<file path="src/rtl/uart_bus_master.sv">
// UART-to-bus bridge: parses 'W'/'R' frames from the byte receiver, runs one word
// access on the 16-bit memory bus and replies through the byte transmitter.
module uart_bus_master #(
    parameter int         TIMEOUT_CYCLES = 5000000,
    parameter logic [7:0] CMD_WRITE      = 8'h57,
    parameter logic [7:0] CMD_READ       = 8'h52,
    parameter logic [7:0] ACK_BYTE       = 8'h4B
) (
    input  logic        clk,
    input  logic        reset,
    input  logic        rx_valid,
    input  logic [7:0]  rx_data,
    output logic        rx_rd,
    input  logic        tx_busy,
    output logic        tx_wr,
    output logic [7:0]  tx_data,
    output logic [15:0] mem_addr,
    output logic [31:0] mem_wdata,
    output logic [3:0]  mem_wmask,
    output logic        mem_rstrb,
    input  logic [31:0] mem_rdata,
    input  logic        mem_rbusy,
    output logic        hold
);

    localparam int TW = $clog2(TIMEOUT_CYCLES);

    typedef enum logic [3:0] {
        S_IDLE, S_ADDR_HI, S_ADDR_LO, S_DATA, S_WR,
        S_RD_REQ, S_RD_WAIT, S_TX, S_TX_GUARD, S_TX_WAIT
    } state_t;

    state_t        state_r;
    logic          is_write_r;
    logic          rx_skip_r;
    logic [1:0]    byte_cnt_r;
    logic [2:0]    tx_left_r;
    logic [31:0]   resp_r;
    logic [TW-1:0] tmo_r;

    logic receiving_s;
    logic frame_s;
    logic take_s;
    logic timeout_s;

    assign frame_s     = (state_r == S_ADDR_HI) || (state_r == S_ADDR_LO) || (state_r == S_DATA);
    assign receiving_s = (state_r == S_IDLE) || frame_s;
    // buart drops rx_valid one cycle after it sees rx_rd, so that stale cycle is skipped too
    assign take_s      = receiving_s && rx_valid && !rx_rd && !rx_skip_r;
    assign timeout_s   = (tmo_r == TW'(TIMEOUT_CYCLES - 1));

    // Frame parser, bus initiator and response sequencer
    always_ff @(posedge clk) begin
        if (reset) begin
            state_r    <= S_IDLE;
            is_write_r <= 1'b0;
            rx_skip_r  <= 1'b0;
            byte_cnt_r <= 2'd0;
            tx_left_r  <= 3'd0;
            resp_r     <= 32'd0;
            tmo_r      <= '0;
            rx_rd      <= 1'b0;
            tx_wr      <= 1'b0;
            tx_data    <= 8'd0;
            mem_addr   <= 16'd0;
            mem_wdata  <= 32'd0;
            mem_wmask  <= 4'd0;
            mem_rstrb  <= 1'b0;
            hold       <= 1'b0;
        end else begin
            rx_rd     <= take_s;
            rx_skip_r <= rx_rd;
            mem_wmask <= 4'd0;
            mem_rstrb <= 1'b0;
            tx_wr     <= 1'b0;
            if (frame_s && !take_s) begin
                tmo_r <= tmo_r + TW'(1);
            end else begin
                tmo_r <= '0;
            end

            case (state_r)
                S_IDLE: begin
                    if (take_s && ((rx_data == CMD_WRITE) || (rx_data == CMD_READ))) begin
                        is_write_r <= (rx_data == CMD_WRITE);
                        hold       <= 1'b1;
                        state_r    <= S_ADDR_HI;
                    end
                end
                S_ADDR_HI: begin
                    if (take_s) begin
                        mem_addr[15:8] <= rx_data;
                        state_r        <= S_ADDR_LO;
                    end else if (timeout_s) begin
                        hold    <= 1'b0;
                        state_r <= S_IDLE;
                    end
                end
                S_ADDR_LO: begin
                    if (take_s) begin
                        mem_addr[7:0] <= {rx_data[7:2], 2'b00};
                        byte_cnt_r    <= 2'd0;
                        if (is_write_r) begin
                            state_r <= S_DATA;
                        end else begin
                            mem_rstrb <= 1'b1;
                            state_r   <= S_RD_REQ;
                        end
                    end else if (timeout_s) begin
                        hold    <= 1'b0;
                        state_r <= S_IDLE;
                    end
                end
                S_DATA: begin
                    if (take_s) begin
                        // LSB first: after four shifts the first byte sits in [7:0]
                        mem_wdata  <= {rx_data, mem_wdata[31:8]};
                        byte_cnt_r <= byte_cnt_r + 2'd1;
                        if (byte_cnt_r == 2'd3) begin
                            mem_wmask <= 4'b1111;
                            state_r   <= S_WR;
                        end
                    end else if (timeout_s) begin
                        hold    <= 1'b0;
                        state_r <= S_IDLE;
                    end
                end
                S_WR: begin
                    resp_r    <= {24'd0, ACK_BYTE};
                    tx_left_r <= 3'd1;
                    state_r   <= S_TX;
                end
                S_RD_REQ: begin
                    state_r <= S_RD_WAIT;
                end
                S_RD_WAIT: begin
                    if (!mem_rbusy) begin
                        resp_r    <= mem_rdata;
                        tx_left_r <= 3'd4;
                        state_r   <= S_TX;
                    end
                end
                S_TX: begin
                    if (!tx_busy) begin
                        tx_wr     <= 1'b1;
                        tx_data   <= resp_r[7:0];
                        resp_r    <= {8'd0, resp_r[31:8]};
                        tx_left_r <= tx_left_r - 3'd1;
                        state_r   <= S_TX_GUARD;
                    end
                end
                S_TX_GUARD: begin
                    state_r <= S_TX_WAIT;
                end
                S_TX_WAIT: begin
                    if (!tx_busy) begin
                        if (tx_left_r != 3'd0) begin
                            state_r <= S_TX;
                        end else begin
                            hold    <= 1'b0;
                            state_r <= S_IDLE;
                        end
                    end
                end
                default: begin
                    hold    <= 1'b0;
                    state_r <= S_IDLE;
                end
            endcase
        end
    end

endmodule

</file>
<file path="config.mk">
export PLATFORM = sky130hd
export DESIGN_NAME = uart_bus_master
export DESIGN_NICKNAME = d
export VERILOG_FILES = /design/src/rtl/uart_bus_master.sv
export SDC_FILE = /design/constraint.sdc
export NUM_CORES = 1
export LEC_CHECK = 0
export CAP_MARGIN = 20
export CORE_UTILIZATION = 50
export DETAILED_ROUTE_END_ITERATION = 12
export GPL_ROUTABILITY_DRIVEN = 1
export GPL_TIMING_DRIVEN = 1
export PLACE_DENSITY = 0.85
export SLEW_MARGIN = 30
export SYNTH_ARGS = -nofsm -noshare
export SYNTH_HDL_FRONTEND = slang
export SYNTH_SLANG_ARGS = --single-unit
</file>
<file path="constraint.sdc">
create_clock -name clk -period 1.7 [get_ports clk]
set_input_delay 0.255 -clock clk [delete_from_list [all_inputs] [get_ports clk]]
set_output_delay 0.255 -clock clk [all_outputs]
set_load 0.03 [all_outputs]
</file>
# Word level (Yosys, flattened, before mapping)
# Index checks and enable logic that the tools add are counted.
[totals] regBits=128 inputBits=45 out_inout_bits=64 word_cells=110
[classes] add_sub_neg=3 n_eq_ne=23 n_mux=30 bitwise_logic=7 n_reduce_logical=31
[ops] cell="one-hot mux 32 bit (3 select lines)" count=1
[ops] cell="2-to-1 mux 32 bit" count=2
[ops] cell="2-to-1 mux 4 bit" count=10
[ops] cell="one-hot mux 4 bit (10 select lines)" count=1
[ops] cell="adder 23 x 1 -> 23 bit, second input constant" count=1
[ops] cell="equality test 23 bit, second input constant" count=1
[ops] cell="equality test 4 x 3 -> 1 bit, second input constant" count=4
[ops] cell="equality test 8 x 7 -> 1 bit, second input constant" count=2
[ops] cell="!= test 2 bit, second input constant" count=7
[ops] cell="2-to-1 mux 3 bit" count=4
[ops] cell="AND reduction 2 bit" count=5
[ops] cell="one-hot mux 3 bit (3 select lines)" count=1
[ops] cell="OR reduction 3 bit" count=3
[ops] cell="equality test 4 x 2 -> 1 bit, second input constant" count=2
[ops] cell="equality test 4 bit, second input constant" count=2
[ops] cell="2-to-1 mux 1 bit" count=7
[ops] cell="inverter 1 bit" count=7
[ops] cell="AND reduction 3 bit" count=2
[ops] cell="AND reduction 6 bit" count=1
[ops] cell="nonzero test 3 bit" count=2
[ops] cell="logical AND 1 bit" count=5
[ops] cell="AND reduction 5 bit" count=1
[ops] cell="OR reduction 5 bit" count=1
[ops] cell="equality test 4 x 1 -> 1 bit, second input constant" count=1
[ops] cell="other kinds (13)" count=21

# Depth between registers and ports, before layout
[logic_depth] ltp_word=11 depth_mapped=7 mapped_depth_nobuf=7

# Worst setup path before layout
# Ideal clock, no wire load.
[synth_timing] path_type="register -> register" from="register rx_rd" to="register mem_addr[10]" setup_ns=0.128 arrival_time_ns=1.545 required_ns=1.572 path_slack_ns=0.028 stages_incl_launch_ff=8 n_path_buf=2 synth_period_minus_slack_ns=1.672 path_cell_list="dfxtp_1 -> nor3b_4 -> and2_2 -> buf_6 -> nand3b_1 -> buf_6 -> mux2i_1 -> nor2_1"
[synth_via] elab_chain_len=4
[synth_rtl] item="start: declaration" line="13" rtl="output logic rx_rd,"
[synth_rtl] item="start signal: assignment" line="71" rtl="rx_rd <= take_s;"
[synth_rtl] item="zero test 1 bit" line="49" rtl="assign take_s = receiving_s && rx_valid && !rx_rd && !rx_skip_r;"
[synth_rtl] item="logical AND 1 bit (2 in series)" line="49"
[synth_rtl] item="AND reduction 2 bit (no source line)"
[synth_rtl] item="end signal: assignment" line="92" rtl="mem_addr[15:8] <= rx_data;"
[synth_rtl] item="end: declaration" line="17" rtl="output logic [15:0] mem_addr,"
# No other way between the ends.
# A chain may end at the register's enable or synchronous reset.

# Worst setup path in the final report
[layout_timing] from="register state_r[1]" to="register resp_r[18]"
[layout_via] elab_chain_len=3 elab_cells_between_ends=8 cone_classes="5 x eq/ne; 1 x mux; 2 x reduce/logical"
[layout_rtl] item="start: declaration" line="33" rtl="state_t state_r;"
[layout_rtl] item="start signal: assignment" line="55" rtl="state_r <= S_IDLE;"
[layout_rtl] item="start signal: assignment" line="87" rtl="state_r <= S_ADDR_HI;"
[layout_rtl] item="start signal: assignment" line="93" rtl="state_r <= S_ADDR_LO;"
[layout_rtl] item="equality test 4 x 3 -> 1 bit" line="82" rtl="case (state_r)"
[layout_rtl] item="!= test 2 bit (no source line) or nonzero test 3 bit (tied branches)"
[layout_rtl] item="AND reduction 3 bit (no source line)"
[layout_rtl] item="end signal: assignment" line="129" rtl="resp_r <= {24'd0, ACK_BYTE};"
[layout_rtl] item="end signal: assignment" line="138" rtl="resp_r <= mem_rdata;"
[layout_rtl] item="end signal: assignment" line="147" rtl="resp_r <= {8'd0, resp_r[31:8]};"
[layout_rtl] item="end: declaration" line="38" rtl="logic [31:0] resp_r;"
# Several ways; a longest one is shown, not always the timed one.

==> flow_metrics.tcl <==
set metrics [dict create \
    final_area_sq_um 7300 \
    setup_viol 2 \
    nNetsFinal 794 \
    drt_iter0_markers 418 \
    yosys_warnings 0 \
    synth-seq-cells 125 \
    syn_to_final_growth_pct 38.7 \
    fp-row-count 37 \
    postPlaceCellArea_sq_um 6690 \
    dp_hpwl_mm 9.16 \
    cp.required_ps 2110 \
    status "finished, violations left" \
    crit_path_top_delay_cell "dfxtp_2" \
    crit_path_end_kind "register" \
    syn_area_sq_um 5260 \
    grt_antenna_before_repair 0 \
    syn_inst 614 \
    setup_ws_ps -6.34 \
    drv_slew 0 \
    wl_mm 14.4 \
    skew_ps 9.30 \
    antenna_cells 0 \
    first_global_vias 4853 \
    first_pass_iters 6 \
    layoutNonFillerInstCount 894 \
    p_leak_uw 0.00295 \
    crit_arrival_ps 2120 \
    synth_top_area_cell "dfxtp_1" \
    drive_gt1_frac 0.156 \
    gr-usage-all-layers 0.252 \
    rsz0062_at_grt "true" \
    critPathLaunchType "register" \
    die_x_microns 105 \
    maxCapViolCount 0 \
    fp.dieArea_sq_um 10900 \
    ir_worst_vdd_uv 551 \
    seq_area_sq_um 2510 \
    synth.area.top_cells "dfxtp_1 48%, nand2_1 7.8%, a21oi_1 6.8%, nor2_1 4.3%, a221oi_1 3.3%" \
    ctsHtreeMaxLevel 4 \
    numCtsBuffers 17 \
    cts_sinks 125 \
    cts-root-buf "clkbuf_8" \
    ys.flop_type "dfxtp_1" \
    seq_power_share 0.443 \
    yosysSeqAreaShare 0.475 \
    ios 109 \
    power_density_nw_per_um2 907 \
    switching_share 0.222 \
    internal-power_uw 5160 \
    clk_latency_ps 520 \
    cp_max_fo 12 \
    synth_most_common_cell "dfxtp_1" \
    clock_path_buffers 2 \
    ant_nets 0 \
    post-route-period-util 1.00 \
    clk_pin_slew_worst_paths_ps 60 \
    switchingPower_uw 1470 \
    clockPowerShare 0.517 \
    combinationalPowerShare 0.040 \
    cp_cell_sequence "nor2b_2 > buf_6 > a221oi_4 > buf_12 > buf_12 > nor2_1 > nor3_1" \
    worstHoldPathType "primary input to register" \
    yosysTopAreaCellShare 0.475 \
    start_util 0.512 \
    synth-async-reset-ratio 0 \
    finalPower_uw 6620 \
    fp.coreArea_sq_um 10300 \
    dp.cells 859 \
    syn_avg_cell_area_sq_um 8.57 \
    synth_enable_flop_cells 0 \
    multi_input_area_sq_um 2500 \
    hold_viol_final 0 \
    grt_pass1_wl_mm 22.5 \
    wl_per_cell_microns 16.1 \
    grt_max_degree 49 \
    placement.io_buffers 106 \
    cts_hold_buf 0 \
    fin_crit_ps 1710 \
    grt-ovfl-total 0 \
    remaining_drc_errors 0 \
    die_h_microns 105 \
    violations "negative setup slack" \
    vias_per_cell 5.73 \
    cpMostUsedCell "buf_12" \
    fillerInstances 717 \
    crit_type "register to register" \
    max_freq_ghz 0.586 \
    synthDistinctLibCells 65 \
    synth_commonest_cells "125 x dfxtp_1, 110 x nand2_1, 72 x a21oi_1, 60 x nor2_1, 29 x nor3_1" \
    place_congestion 0.861 \
    cts_tree "built" \
    via_count 5122 \
    crit_path_max_incr_delay_ps 350 \
]
==> layout make-up <==
class	instances	share of cell area
clock inverter	14	0.0202
inverter	11	0.00566
clock buffer	18	0.0572
sequential	125	0.343
multi-input combinational	433	0.343
timing repair buffer	157	0.208
tap	136	0.0233
==> layout by cell type, fill, tap and decap left out, types with 3 or more instances in the layout <==
master	synthesis	final
dfxtp_1	125	121
nand2_1	110	109
a21oi_1	72	72
dlygate4sd2_1	0	62
nor2_1	60	60
clkdlybuf4s50_1	0	43
buf_4	9	38
nor3_1	29	28
nand3_1	24	24
clkbuf_16	0	17
a221oi_1	20	15
inv_1	10	10
o21ai_0	10	10
buf_12	0	10
xnor2_1	8	8
mux2i_1	8	8
nand4_1	7	7
xor2_1	7	7
or3_1	7	7
a221oi_2	1	6
nand3b_1	5	5
clkinvlp_4	0	5
nand2b_1	4	4
ha_1	4	4
clkinv_4	0	4
dfxtp_2	0	4
and3_1	3	3
nor2b_1	4	3
a22o_1	3	3
clkinv_2	0	3
==> path summary, 6_finish.rpt <==
| check | from | to | slack [ps] | depth (start not counted) |
|---|---|---|---|---|
| setup / recovery | state_r[1] | resp_r[18] | -6 | 7 |
| hold / removal | reset | tx_left_r[1] | 40 | 2 |
| setup reg to reg | state_r[1] | resp_r[18] | -6 | 7 |
| hold reg to reg | tmo_r[0] | tmo_r[0] | 440 | 1 |
==> per-layer routing <==
| metal | part of all wire | vias to the layer above | global-route usage | wire [microns] |
|---|---|---|---|---|
| met2 | 0.51 | 241 | 0.441 | 7350 |
| met1 | 0.41 | 2441 | 0.305 | 5840 |
| met5 | 0 | - | 0 | 0 |
| met3 | 0.060 | 31 | 0.0555 | 863 |
| li1 | - | 2409 | - | - |
| met4 | 0.022 | 0 | 0.0875 | 312 |
==> power groups by stage <==
stage / Clock, uW / Sequential [uW] / Combinational, uW
CTS: 3460 / 2940 / 255
global placement: 0 / 3000 / 251
finish: 3430 / 2940 / 262
global route: 3600 / 2940 / 273
floorplan: 0 / 3000 / 78.9
detailed placement: 0 / 3000 / 253
==> worst max-delay path: cells and delay by family (launching register included) <==
| kind | cells | cell delay [ps] |
|---|---|---|
| compound gates | 1 | 330 |
| flops | 1 | 350 |
| buf+inv | 3 | 460 |
| simple gates | 3 | 460 |
==> kinds of logic after synthesis <==
kind of cell	count (synthesis)	share of synthesized area
AOI/OAI and AO/OA	124	0.151
xor gates and xnor gates	15	0.0250
adders and majority gates	4	0.00951
buffers and inverters	57	0.0623
DFF	125	0.475
muxes	8	0.0152
other	1	0.000712
and+or+nand+nor	280	0.261
==> what timing repair did <==
action | CTS | global route
cloned | 0 | 1
gates resized for setup | 64 | 21
endpoints found under the setup margin | 79 | 58
endpoints found under the hold margin | 0 | 0
pin swaps | 0 | 2
buffers inserted | 0 | 2
==> registers in the layout (all words and copies together) (netlist names), 2 cells and up <==
name / flops
mem_wdata: 32
resp_r: 32
tmo_r: 23
mem_addr: 14
tx_data: 8
state_r: 4
tx_left_r: 3
byte_cnt_r: 2
==> metrics by stage <==
stage	hold slack, ps	utilization	TNS [ps]	setup WS (ps)
finish	37.2	0.710	-8.57	-6.34
global route	43.7	0.710	-157	-54.3
CTS	16.6	0.699	0	1.49
detailed placement	431	0.651	-10140	-256
global placement	423	0.651	-7530	-286
floorplan	391	-	0	27.8
No activity file was read; power rests on OpenSTA's default activity.
